File: src/rtl/seq_detect_param.sv
// Parametrised serial bit-pattern detector: Moore FSM tracking the matched-prefix
// length of PATTERN, with overlap selection and a saturating, clearable match counter.
module seq_detect_param #(
  parameter int             N       = 4,
  parameter logic [N-1:0]   PATTERN = 4'b1011,
  parameter bit             OVERLAP = 1'b1,
  parameter int             CNT_W   = 8,
  localparam int            SW      = $clog2(N + 1)
) (
  input  logic             ck,
  input  logic             rs,
  input  logic             en,
  input  logic             in,
  input  logic             clr_cnt,
  output logic             y,
  output logic [SW-1:0]    c,
  output logic [CNT_W-1:0] match_cnt
);

  localparam logic [SW-1:0]    FULL    = SW'(N);
  localparam logic [CNT_W-1:0] CNT_MAX = '1;

  // Longest prefix of PATTERN that is a suffix of (prefix of length k, then b).
  // Codes above N are unreachable in normal operation and map back to 0.
  function automatic logic [SW-1:0] delta_f(input int k, input logic b);
    int           kp;
    int           best;
    int           idx;
    logic         ok;
    logic         sb;
    logic [N-1:0] sh;
    best = 0;
    if (k <= N) begin
      kp = (k == N && !OVERLAP) ? 0 : k;
      for (int l = 1; l <= N; l++) begin
        if (l <= kp + 1) begin
          ok = 1'b1;
          for (int j = 0; j < l; j++) begin
            idx = kp + 1 - l + j;
            sh  = PATTERN >> (N - 1 - idx);
            sb  = (idx == kp) ? b : sh[0];
            sh  = PATTERN >> (N - 1 - j);
            if (sb != sh[0]) ok = 1'b0;
          end
          if (ok) best = l;
        end
      end
    end
    return SW'(best);
  endfunction

  logic [SW-1:0] tbl [2**SW][2];

  for (genvar k = 0; k < 2**SW; k++) begin : g_state
    for (genvar b = 0; b < 2; b++) begin : g_bit
      localparam logic [SW-1:0] D = delta_f(k, b == 1);
      assign tbl[k][b] = D;
    end
  end

  logic [SW-1:0] c_nxt;
  logic          hit;

  always_comb begin
    c_nxt = c;
    hit   = 1'b0;
    // An illegal code steps through the table to 0 even while stalled.
    if (en || c > FULL) c_nxt = tbl[c][in];
    if (en && c_nxt == FULL) hit = 1'b1;
  end

  // NOTE: state and counter use non-blocking assignments so every flop samples
  // pre-edge values; reset is synchronous, so it sits inside the clocked branch.
  always_ff @(posedge ck) begin
    if (rs) begin
      c         <= '0;
      match_cnt <= '0;
    end else begin
      c <= c_nxt;
      if (clr_cnt)                           match_cnt <= '0;
      else if (hit && match_cnt != CNT_MAX)  match_cnt <= match_cnt + 1'b1;
    end
  end

  assign y = (c == FULL);

endmodule

File: config.mk
export PLATFORM = sky130hd
export DESIGN_NAME = seq_detect_param
export DESIGN_NICKNAME = d
export VERILOG_FILES = /design/src/rtl/seq_detect_param.sv
export SDC_FILE = /design/constraint.sdc
export NUM_CORES = 1
export LEC_CHECK = 0
export BUFFER_PORTS_ARGS = -buffer_cell sky130_fd_sc_hd__clkbuf_2
export CELL_PAD_IN_SITES_DETAIL_PLACEMENT = 0
export CELL_PAD_IN_SITES_GLOBAL_PLACEMENT = 2
export CORE_MARGIN = 3
export CORE_UTILIZATION = 30
export CTS_CLUSTER_DIAMETER = 60
export DETAILED_ROUTE_END_ITERATION = 10
export GPL_TIMING_DRIVEN = 0
export PLACE_DENSITY = 0.76
export SETUP_SLACK_MARGIN = 0.5
export SLEW_MARGIN = 15
export SYNTH_ARGS = -nofsm -noshare
export SYNTH_HDL_FRONTEND = slang
export SYNTH_SLANG_ARGS = --single-unit
File: constraint.sdc
create_clock -name ck -period 3.1 [get_ports ck]
set_input_delay 0.31 -clock ck [delete_from_list [all_inputs] [get_ports ck]]
set_output_delay 0.31 -clock ck [all_outputs]
set_load 0.03 [all_outputs]
==> qor.csv, run 1 <==
stage,metric,value,unit
run_status,status,finished clean,
placed_design,IO buf count,16,
power,largest vdd supply drop,0.160,mV
min_path,Hold WC Path Type,primary input to flip-flop,
cells_and_area,post-layout util,0.410,
critical_path,endpoint class of the critical path,primary output,
power,PwrDens,355,nW/um2
routing,final wirelength,1.46,mm
critical_path,"slowest stage delay, CP",340,ps
min_path,hold path start,rs,
routing,average wire per standard cell,12.6,um
routing,final antenna-violating net count,0,
synthesis,syn_nets,77,
floorplan,Core Region,1840,um2
sta,"Hold Vio Cnt, Final",0,
critical_path,Reg2Reg Depth,5,
min_path,worst hold endpoint,c[2],
floorplan,Die Y,51.3,um
cells_and_area,nets,98,
global_route,Congestion Overflow GR,0,
sta,Fin Setup TNS,0,ps
sta,fin crit period,1670,ps
clock_tree,Worst-Skew Late Latency,270,ps
cells_and_area,layout cells sized above 1,0.286,
critical_path,Reg2Reg Setup Slack,1650,ps
routing,via count,593,
clock_tree,Max clock buf depth,2,
sta,Final setup viols,0,
critical_path,"critical path, cell by cell",clkbuf_8 -> nor3b_1 -> clkbuf_2,
clock_tree,TritonCTS clock tree,yes,
floorplan,die extent in x,51.3,um
global_route,largest net degree at the start of global routing,11,
global_route,All-Layer GR Usage,0.129,
critical_path,Worst R2R Start,match_cnt[0],
floorplan,Initial Utilization,0.335,
clock_tree,htree depth,1,
synthesis,Synth Cell Area,617,um2
sta,fin crit share,0.538,
clock_tree,post_cts resized,0,
critical_path,CP Depth,3,
routing,initial drt markers,10,
critical_path,Worst Path Arrival,1360,ps
floorplan,# rows,15,
routing,Pre-antenna DRT Iters,4,
synthesis,register area share after synthesis,0.357,
synthesis,"Avg Cell Area, Syn",8.69,um2
sta,clk_skew,5.55,ps
synthesis,leading area contributor after synthesis,dfxtp_1,
sta,Rel. slew slack,0.767,
power,Leak Pwr,0.299,nW
critical_path,WP data required,2790,ps
sta,Achievable Freq,599,MHz
run,Max Cap Violations,0,
synthesis,share of the synthesized area in the top cell type,0.357,
synthesis,synth unique cells,33,
synthesis,Cells after Synth,71,
synthesis,number of synthesized register bits,11,
sta,Max Slew Vio Count,0,
routing,number of vias per cell,5.11,
cells_and_area,FILL cells,212,
global_route,antenna violations before repair,0,
clock_tree,root buf cell,clkbuf_4,
clock_tree,CTS Hold Bufs,0,
synthesis,Synth Warn #,0,
sta,RSZ-0062 raised after global routing,false,
clock_tree,clock sink count,11,
cells_and_area,P&R area growth vs syn,22.3,%
floorplan,Boundary Pins,17,
critical_path,CP Class,flip-flop to primary output,
critical_path,CP startpoint kind,flip-flop,
placed_design,gpl congestion,0.689,
routing,# DRC,0,
critical_path,crit path max fanout,10,
clock_tree,cts bufs inserted,3,
critical_path,CP max stage cell,nor3b_1,
critical_path,CP bufs+invs,2,
synthesis,synth top area cells,"dfxtp_1, a21oi_1, nand4_1",
cells_and_area,diode count,0,
critical_path,Reg2Reg Capture Point,match_cnt[0],
sta,slew of the pin with the lowest slew margin,348,ps
critical_path,Crit path max-delay family,buffers and inverters,
global_route,first-pass GRT wire length,2.43,mm
min_path,hold-critical path depth,2,
clock_tree,number of setup buffers added after CTS,0,
clock_tree,"Reg clk slew, reported paths",80,ps
floorplan,Die ar.,2640,um2
global_route,vias in the first global route,504,
## layout by cell type (no fill, tap or decap), drive strengths merged, types with 4 or more instances in the layout
| cell type | n |
|---|---|
| a21oi | 5 |
| and3 | 4 |
| nand4 | 4 |
| nand2 | 4 |
| dfxtp | 11 |
| nand3 | 5 |
| clkbuf | 21 |
| o21ai | 5 |
| nor2 | 6 |
## where the power goes
group | leakage [nW] | switching [mW] | internal [mW]
registers | 0.0889 | 0.00245 | 0.143
clock network | 0.0150 | 0.0501 | 0.0498
logic | 0.195 | 0.0135 | 0.00896
total | 0.299 | 0.0661 | 0.201
## through the flow
stage	setup WS (ps)	cell area (um2)	power, mW	cells	hold slack [ps]
after floorplan	1320	617	0.162	71	379
after global routing	1270	754	0.284	116	278
after global placement	1670	728	0.171	112	499
after detailed placement	1660	728	0.171	112	509
final	1430	754	0.267	116	273
after CTS	1410	754	0.274	116	272
## how the worst max path moves through the flow
| stage | start | to | slack, ps |
|---|---|---|---|
| finish | c[1] | y | 1430 |
| floorplan | c[1] | c[2] | 1320 |
| global route | c[2] | y | 1270 |
| detailed placement | match_cnt[0] | match_cnt[0] | 1660 |
| global placement | match_cnt[0] | match_cnt[0] | 1670 |
| CTS | c[1] | y | 1410 |
## cell type report
cell class,count,area [um2],share of cell area
multi-input combinational,56,364,0.483
sequential,11,220,0.292
timing repair buffer,16,80.1,0.106
tap,25,31.3,0.0415
buffer,3,28.8,0.0381
clock buffer,4,26.3,0.0348
inverter,1,3.75,0.00498
## logic make-up after synthesis
kind of cell / after synthesis / synth area share
AND/OR/NAND/NOR: 34 / 0.333
AO/OA/AOI/OAI: 18 / 0.193
flip-flops: 11 / 0.357
buffers and inverters: 4 / 0.0527
XOR/XNOR: 2 / 0.0284
multiplexers: 1 / 0.0162
adder cells (fa/ha/maj): 1 / 0.0203
## worst reg2reg max path: stages (launching register included)
cell and delay, ps:
dfxtp_1 390, ha_1 300, nand3_1 110, o211ai_1 310, xor2_1 170, nor2_1 50
## state kept, by name, summed over array words and instances, names as in the netlist
register	count
match_cnt	8
c	3
## synth_stat cells, drive strengths merged
library cell,number
and3,4
or2,1
and4b,1
o21ai,5
buf,2
a31oi,1
nand2,4
nor2,6
o311ai,1
a21oi,5
nor2b,1
clkbuf,1
nor3,1
o31ai,1
nand4b,1
nand3,5
xor2,2
nand2b,2
nand3b,1
ha,1
nor3b,2
a211oi,2
nand4,4
inv,1
and2,1
a22oi,1
o41ai,1
dfxtp,11
o211ai,1
mux2i,1
## metal layers
| layer | vias up | routed length [um] | global-route usage |
|---|---|---|---|
| li1 | 306 | - | - |
| met1 | 272 | 769 | 0.177 |
| met2 | 13 | 623 | 0.170 |
| met3 | 2 | 55 | 0.0525 |
| met4 | 0 | 14 | 0.0655 |
| met5 | - | 0 | 0 |
(Power assumes the default switching activity.)
==> run 2: changes to the inputs <==
Settings changed: CORE_UTILIZATION 30 to 25, PLACE_DENSITY 0.76 to 0.67.
Clock period 3.1 ns to 1.5 ns, I/O delays scaled along.
==> run 2 against run 1 <==
Net effect:
- setup slack got worse by 1200 ps
- register-to-register slack got worse by 1500 ps
- largest power group unchanged
- via count rose by 11%
==> qor.csv, run 2 (same netlist as run 1, synthesis figures left out) <==
stage,metric,value,unit,change
global_route,largest net degree at the start of global routing,10,,was 11
cells_and_area,"most common cell after layout, fill and taps aside",dfxtp_4,,was clkbuf_2
clock_tree,clock sink count,11,,unchanged
sta,clk_skew,2.22,ps,was 5.55 ps
routing,final wirelength,1.74,mm,was 1.46 mm
sta,Rel. slew slack,0.684,,was 0.767
floorplan,Boundary Pins,17,,unchanged
placed_design,IO buf count,16,,unchanged
min_path,hold path start,rs,,unchanged
critical_path,CP Class,flip-flop to flip-flop,,was flip-flop to primary output
clock_tree,"Reg clk slew, reported paths",80,ps,about the same
global_route,first-pass GRT wire length,2.88,mm,was 2.43 mm
clock_tree,CTS Hold Bufs,0,,unchanged
clock_tree,htree depth,1,,unchanged
routing,number of vias per cell,4.90,,was 5.11
sta,fin crit period,1300,ps,
cells_and_area,design area,1150,um2,was 754 um2
cells_and_area,FILL cells,214,,was 212
routing,initial drt markers,7,,was 10
floorplan,Core Region,2280,um2,was 1840 um2
critical_path,WP data required,1650,ps,was 2790 ps
global_route,vias in the first global route,642,,was 504
routing,via count,661,,was 593
run,Max Cap Violations,0,,unchanged
sta,fin crit share,0.869,,
global_route,antenna violations before repair,0,,unchanged
cells_and_area,most frequent cells in the layout,"dfxtp_4, buf_6, buf_4",,"was clkbuf_2, dfxtp_1, nor2_1"
cells_and_area,Top Registers,"match_cnt (8), c (3)",,unchanged
sta,"Hold Vio Cnt, Final",0,,unchanged
floorplan,Die ar.,3100,um2,was 2640 um2
clock_tree,Max clock buf depth,2,,unchanged
sta,slew of the pin with the lowest slew margin,472,ps,was 348 ps
power,largest vdd supply drop,0.258,mV,was 0.160 mV
critical_path,Worst R2R Start,c[2],,was match_cnt[0]
global_route,All-Layer GR Usage,0.116,,was 0.129
sta,Achievable Freq,768,MHz,
clock_tree,root buf cell,clkbuf_4,,unchanged
placed_design,Post-DP HPWL,1.11,mm,
run_status,status,finished clean,,unchanged
routing,top layer reached by signal wires,met4,,unchanged
sta,Fin Setup TNS,0,ps,unchanged
critical_path,CP startpoint kind,flip-flop,,unchanged
critical_path,endpoint class of the critical path,flip-flop,,was primary output
floorplan,# rows,17,,was 15
sta,Final setup viols,0,,unchanged
routing,final antenna-violating net count,0,,unchanged
placed_design,gpl congestion,0.626,,was 0.689
cells_and_area,max reg flops,8,,unchanged
critical_path,crit path max fanout,6,,was 10
sta,Max Slew Vio Count,0,,unchanged
clock_tree,cts bufs inserted,3,,unchanged
cells_and_area,diode count,0,,unchanged
routing,average wire per standard cell,12.9,um,was 12.6 um
power,Leak Pwr,0.444,nW,was 0.299 nW
floorplan,Initial Utilization,0.271,,was 0.335
critical_path,crit path launch,c[2],,was c[1]
routing,# DRC,0,,unchanged
routing,Pre-antenna DRT Iters,4,,unchanged
routing,met1 wire length,819,um,was 769 um
routing,Met2 Wirelength,848,um,was 623 um
global_route,Congestion Overflow GR,0,,unchanged
cells_and_area,most flop-heavy register,match_cnt,,unchanged
clock_tree,Worst-Skew Late Latency,270,ps,about the same
routing,routed wl met3,48,um,was 55 um
power,PwrDens,487,nW/um2,was 355 nW/um2
sta,RSZ-0062 raised after global routing,true,,was false
min_path,Hold WC Path Type,primary input to flip-flop,,unchanged
placed_design,placed cell area,787,um2,was 728 um2
cells_and_area,layout cells sized above 1,0.626,,was 0.286
clock_tree,TritonCTS clock tree,yes,,unchanged
cells_and_area,P&R area growth vs syn,86.8,%,was 22.3%
cells_and_area,nets,114,,was 98
critical_path,Worst Path Arrival,1450,ps,was 1360 ps
floorplan,die extent in x,55.7,um,was 51.3 um
floorplan,Die Y,55.7,um,was 51.3 um
-- run 2: critical path, stage by stage, from the launching register on --
cell	delay, ps
dfxtp_4	360
and4b_1	250
buf_6	130
nand3_4	90
o311ai_4	240
o41ai_2	110
-- run 2: metrics by stage --
step	total power, mW	hold WS [ps]	util	std cells	setup slack [ps]
2_1_floorplan	0.330	209	-	71	248
3_3_place_gp	0.349	395	0.346	115	230
3_5_place_dp	0.348	398	0.346	115	227
4_1_cts	0.577	94.3	0.452	127	181
5_1_grt	0.591	125	0.506	135	128
6_report	0.561	117	0.506	135	197
-- run 2: area by class of cell --
cell class	count	area, um2	share of cell area
Sequential cell	11	262	0.227
Buffer	3	40.0	0.0347
Inverter	1	3.75	0.00326
Timing Repair Buffer	32	324	0.281
Multi-Input combinational cell	56	462	0.401
Tap cell	28	35.0	0.0304
Clock buffer	4	26.3	0.0228
-- run 2: power by group --
group,switching (mW),total (mW),internal (mW)
clock network,0.109,0.212,0.103
logic,0.0344,0.0662,0.0318
registers,0.00584,0.283,0.277
total,0.150,0.561,0.412
-- run 2: path summary, 6_finish.rpt --
check        cells past startpoint           end  slack (ps)
min reg2reg                      1  match_cnt[3]         520
max reg2reg                      5  match_cnt[7]         200
min                              2          c[2]         120
max                              5  match_cnt[7]         200
-- run 2: repair_timing --
item / 4_1_cts / 5_1_grt
setup buffers: 8 / 8
setup endpoints to repair: 20 / 22
pin swaps: 6 / 5
gates cloned: 0 / 0
resized for setup: 37 / 20
-- run 2: layer usage --
metal,track usage,vias up
met2,0.189,9
li1,-,342
met4,0.0625,0
met1,0.138,308
met3,0.0302,2
met5,0,-
==> run 3: changes to the inputs <==
Settings changed: CORE_UTILIZATION 25 to 27, CTS_BUF_LIST from default to sky130_fd_sc_hd__clkbuf_8, PLACE_DENSITY 0.67 to default, PLACE_DENSITY_LB_ADDON from default to 0.15, REMOVE_ABC_BUFFERS from default to 1.
==> run 3 against run 2 <==
Net effect:
- routed wire length fell by 2.4%
- sequential cell count did not move
- global-route usage increased by 2.1 points
- first-iteration DRC count unchanged
- clock-buffer cell count fell by 1
- core utilization fell by 0.87 points
- fmax increased by 1.0%
- hold slack improved by 34 ps
- non-clock buffer count shrank 4
- setup slack improved by 13 ps
- critical path type unchanged
- critical endpoint unchanged
==> qor.csv, run 3 (same netlist as run 1, synthesis figures left out) <==
stage,metric,value,unit,change
cells_and_area,nets,110,,was 114
power,largest vdd supply drop,0.501,mV,was 0.258 mV
critical_path,Reg2Reg Setup Slack,210,ps,was 200 ps
routing,Pre-antenna DRT Iters,4,,unchanged
routing,initial drt markers,7,,unchanged
floorplan,# rows,16,,was 17
cells_and_area,FILL cells,185,,was 214
critical_path,CP Class,flip-flop to flip-flop,,unchanged
placed_design,gpl congestion,0.670,,was 0.626
clock_tree,htree depth,1,,unchanged
sta,Rel. slew slack,0.707,,was 0.684
clock_tree,"Reg clk slew, reported paths",50,ps,was 80 ps
critical_path,Crit path max-delay family,simple AND/OR/NAND/NOR gates,,was flip-flops
sta,Achievable Freq,775,MHz,was 768 MHz
routing,number of vias per cell,5.03,,was 4.90
power,PwrDens,642,nW/um2,was 487 nW/um2
critical_path,crit path max fanout,6,,unchanged
critical_path,"slowest stage delay, CP",370,ps,was 360 ps
floorplan,Core Region,2060,um2,was 2280 um2
cells_and_area,P&R area growth vs syn,66.3,%,was 86.8%
global_route,first-pass GRT wire length,2.77,mm,was 2.88 mm
critical_path,CP bufs+invs,0,,was 1
routing,final antenna-violating net count,0,,unchanged
critical_path,CP max stage cell,and4b_2,,was dfxtp_4
critical_path,"critical path, cell by cell",and4b_2 -> nand3_4 -> o311ai_4 -> o41ai_2,,was and4b_1 -> buf_6 -> nand3_4 -> o311ai_4 -> o41ai_2
floorplan,Initial Utilization,0.299,,was 0.271
global_route,vias in the first global route,617,,was 642
clock_tree,Worst-Skew Late Latency,240,ps,was 270 ps
min_path,Hold WC Path Type,primary input to flip-flop,,unchanged
run_status,status,finished clean,,unchanged
sta,fin crit period,1290,ps,was 1300 ps
routing,# DRC,0,,unchanged
sta,Max Slew Vio Count,0,,unchanged
run,Max Cap Violations,0,,unchanged
cells_and_area,Reg area,250,um2,was 262 um2
critical_path,CP startpoint kind,flip-flop,,unchanged
cells_and_area,Multi-input gate area,438,um2,was 462 um2
floorplan,Die Y,53.8,um,was 55.7 um
clock_tree,root buf cell,clkbuf_8,,was clkbuf_4
critical_path,Worst R2R Start,c[2],,unchanged
sta,slew of the pin with the lowest slew margin,438,ps,was 472 ps
placed_design,pre-CTS setup slack,-21.4,ps,was 227 ps
sta,Final setup viols,0,,unchanged
critical_path,Reg2Reg Capture Point,match_cnt[7],,unchanged
floorplan,Die ar.,2890,um2,was 3100 um2
routing,final wirelength,1.70,mm,was 1.74 mm
cells_and_area,"most common cell after layout, fill and taps aside",buf_4,,was dfxtp_4
sta,fin crit share,0.860,,was 0.869
cells_and_area,max reg flops,8,,unchanged
clock_tree,TritonCTS clock tree,yes,,unchanged
sta,RSZ-0062 raised after global routing,true,,unchanged
placed_design,Cells after DPL,111,,was 115
sta,clk_skew,3.51,ps,was 2.22 ps
clock_tree,Max clock buf depth,2,,unchanged
cells_and_area,most flop-heavy register,match_cnt,,unchanged
global_route,All-Layer GR Usage,0.137,,was 0.116
clock_tree,clock sink count,11,,unchanged
power,Pwr Total,0.658,mW,was 0.561 mW
cells_and_area,most frequent cells in the layout,"buf_4, dfxtp_4, clkbuf_2",,"was dfxtp_4, buf_6, buf_4"
cells_and_area,Top Registers,"match_cnt (8), c (3)",,unchanged
floorplan,die extent in x,53.8,um,was 55.7 um
global_route,largest net degree at the start of global routing,10,,unchanged
clock_tree,cts bufs inserted,3,,unchanged
placed_design,Post-DP HPWL,1.07,mm,was 1.11 mm
critical_path,WP data required,1620,ps,was 1650 ps
global_route,Congestion Overflow GR,0,,unchanged
critical_path,crit path launch,c[2],,unchanged
critical_path,endpoint class of the critical path,flip-flop,,unchanged
power,Leak Pwr,0.405,nW,was 0.444 nW
global_route,antenna violations before repair,0,,unchanged
cells_and_area,fin cells,130,,was 135
sta,final hold slack,151,ps,was 117 ps
cells_and_area,post-layout util,0.498,,was 0.506
sta,"Hold Vio Cnt, Final",0,,unchanged
cells_and_area,design area,1030,um2,was 1150 um2
critical_path,Reg2Reg Depth,4,,was 5
critical_path,CP Depth,4,,was 5
cells_and_area,layout cells sized above 1,0.583,,was 0.626
floorplan,Boundary Pins,17,,unchanged
routing,via count,654,,was 661
critical_path,Setup crit end,match_cnt[7],,unchanged
sta,fin worst setup slack,210,ps,was 197 ps
cells_and_area,diode count,0,,unchanged
routing,average wire per standard cell,13.1,um,was 12.9 um
critical_path,Worst Path Arrival,1410,ps,was 1450 ps
placed_design,IO buf count,16,,unchanged
placed_design,placed cell area,702,um2,was 787 um2
sta,Fin Setup TNS,0,ps,unchanged
## run 3: layout make-up
type	instances	share of cell area
multi-input cells	56	0.427
repair buffers	31	0.249
flip-flops and latches	11	0.244
clock buffers	3	0.0402
well taps	27	0.0329
clock inverters	1	0.00366
inverters	1	0.00366
## run 3: how the worst min path moves through the flow
stage | startpoint | slack [ps] | cells after the start | endpoint
after detailed placement | rs | 410 | 2 | c[2]
after global placement | rs | 400 | 2 | c[2]
after global routing | rs | 160 | 2 | c[2]
after floorplan | rs | 220 | 1 | c[0]
after CTS | rs | 150 | 2 | c[0]
final | rs | 150 | 2 | c[2]
## run 3: layer usage
| metal | track usage | vias to the layer above | wire [um] |
|---|---|---|---|
| met1 | 0.147 | 304 | 769 |
| met4 | 0.0723 | 0 | 29 |
| met2 | 0.220 | 9 | 826 |
| met5 | 0 | - | 0 |
| li1 | - | 336 | - |
| met3 | 0.0693 | 5 | 73 |
## run 3: power breakdown
group | internal, mW | switching [mW]
sequential | 0.285 | 0.00398
combinational | 0.0341 | 0.0378
clock | 0.180 | 0.117
## run 3: timing repair
action	in CTS	in global routing
gates resized for setup	40	19
setup endpoints to repair	22	20
hold buffers	0	0
gates cloned	0	0
setup buffers	9	6
pin swaps	10	11
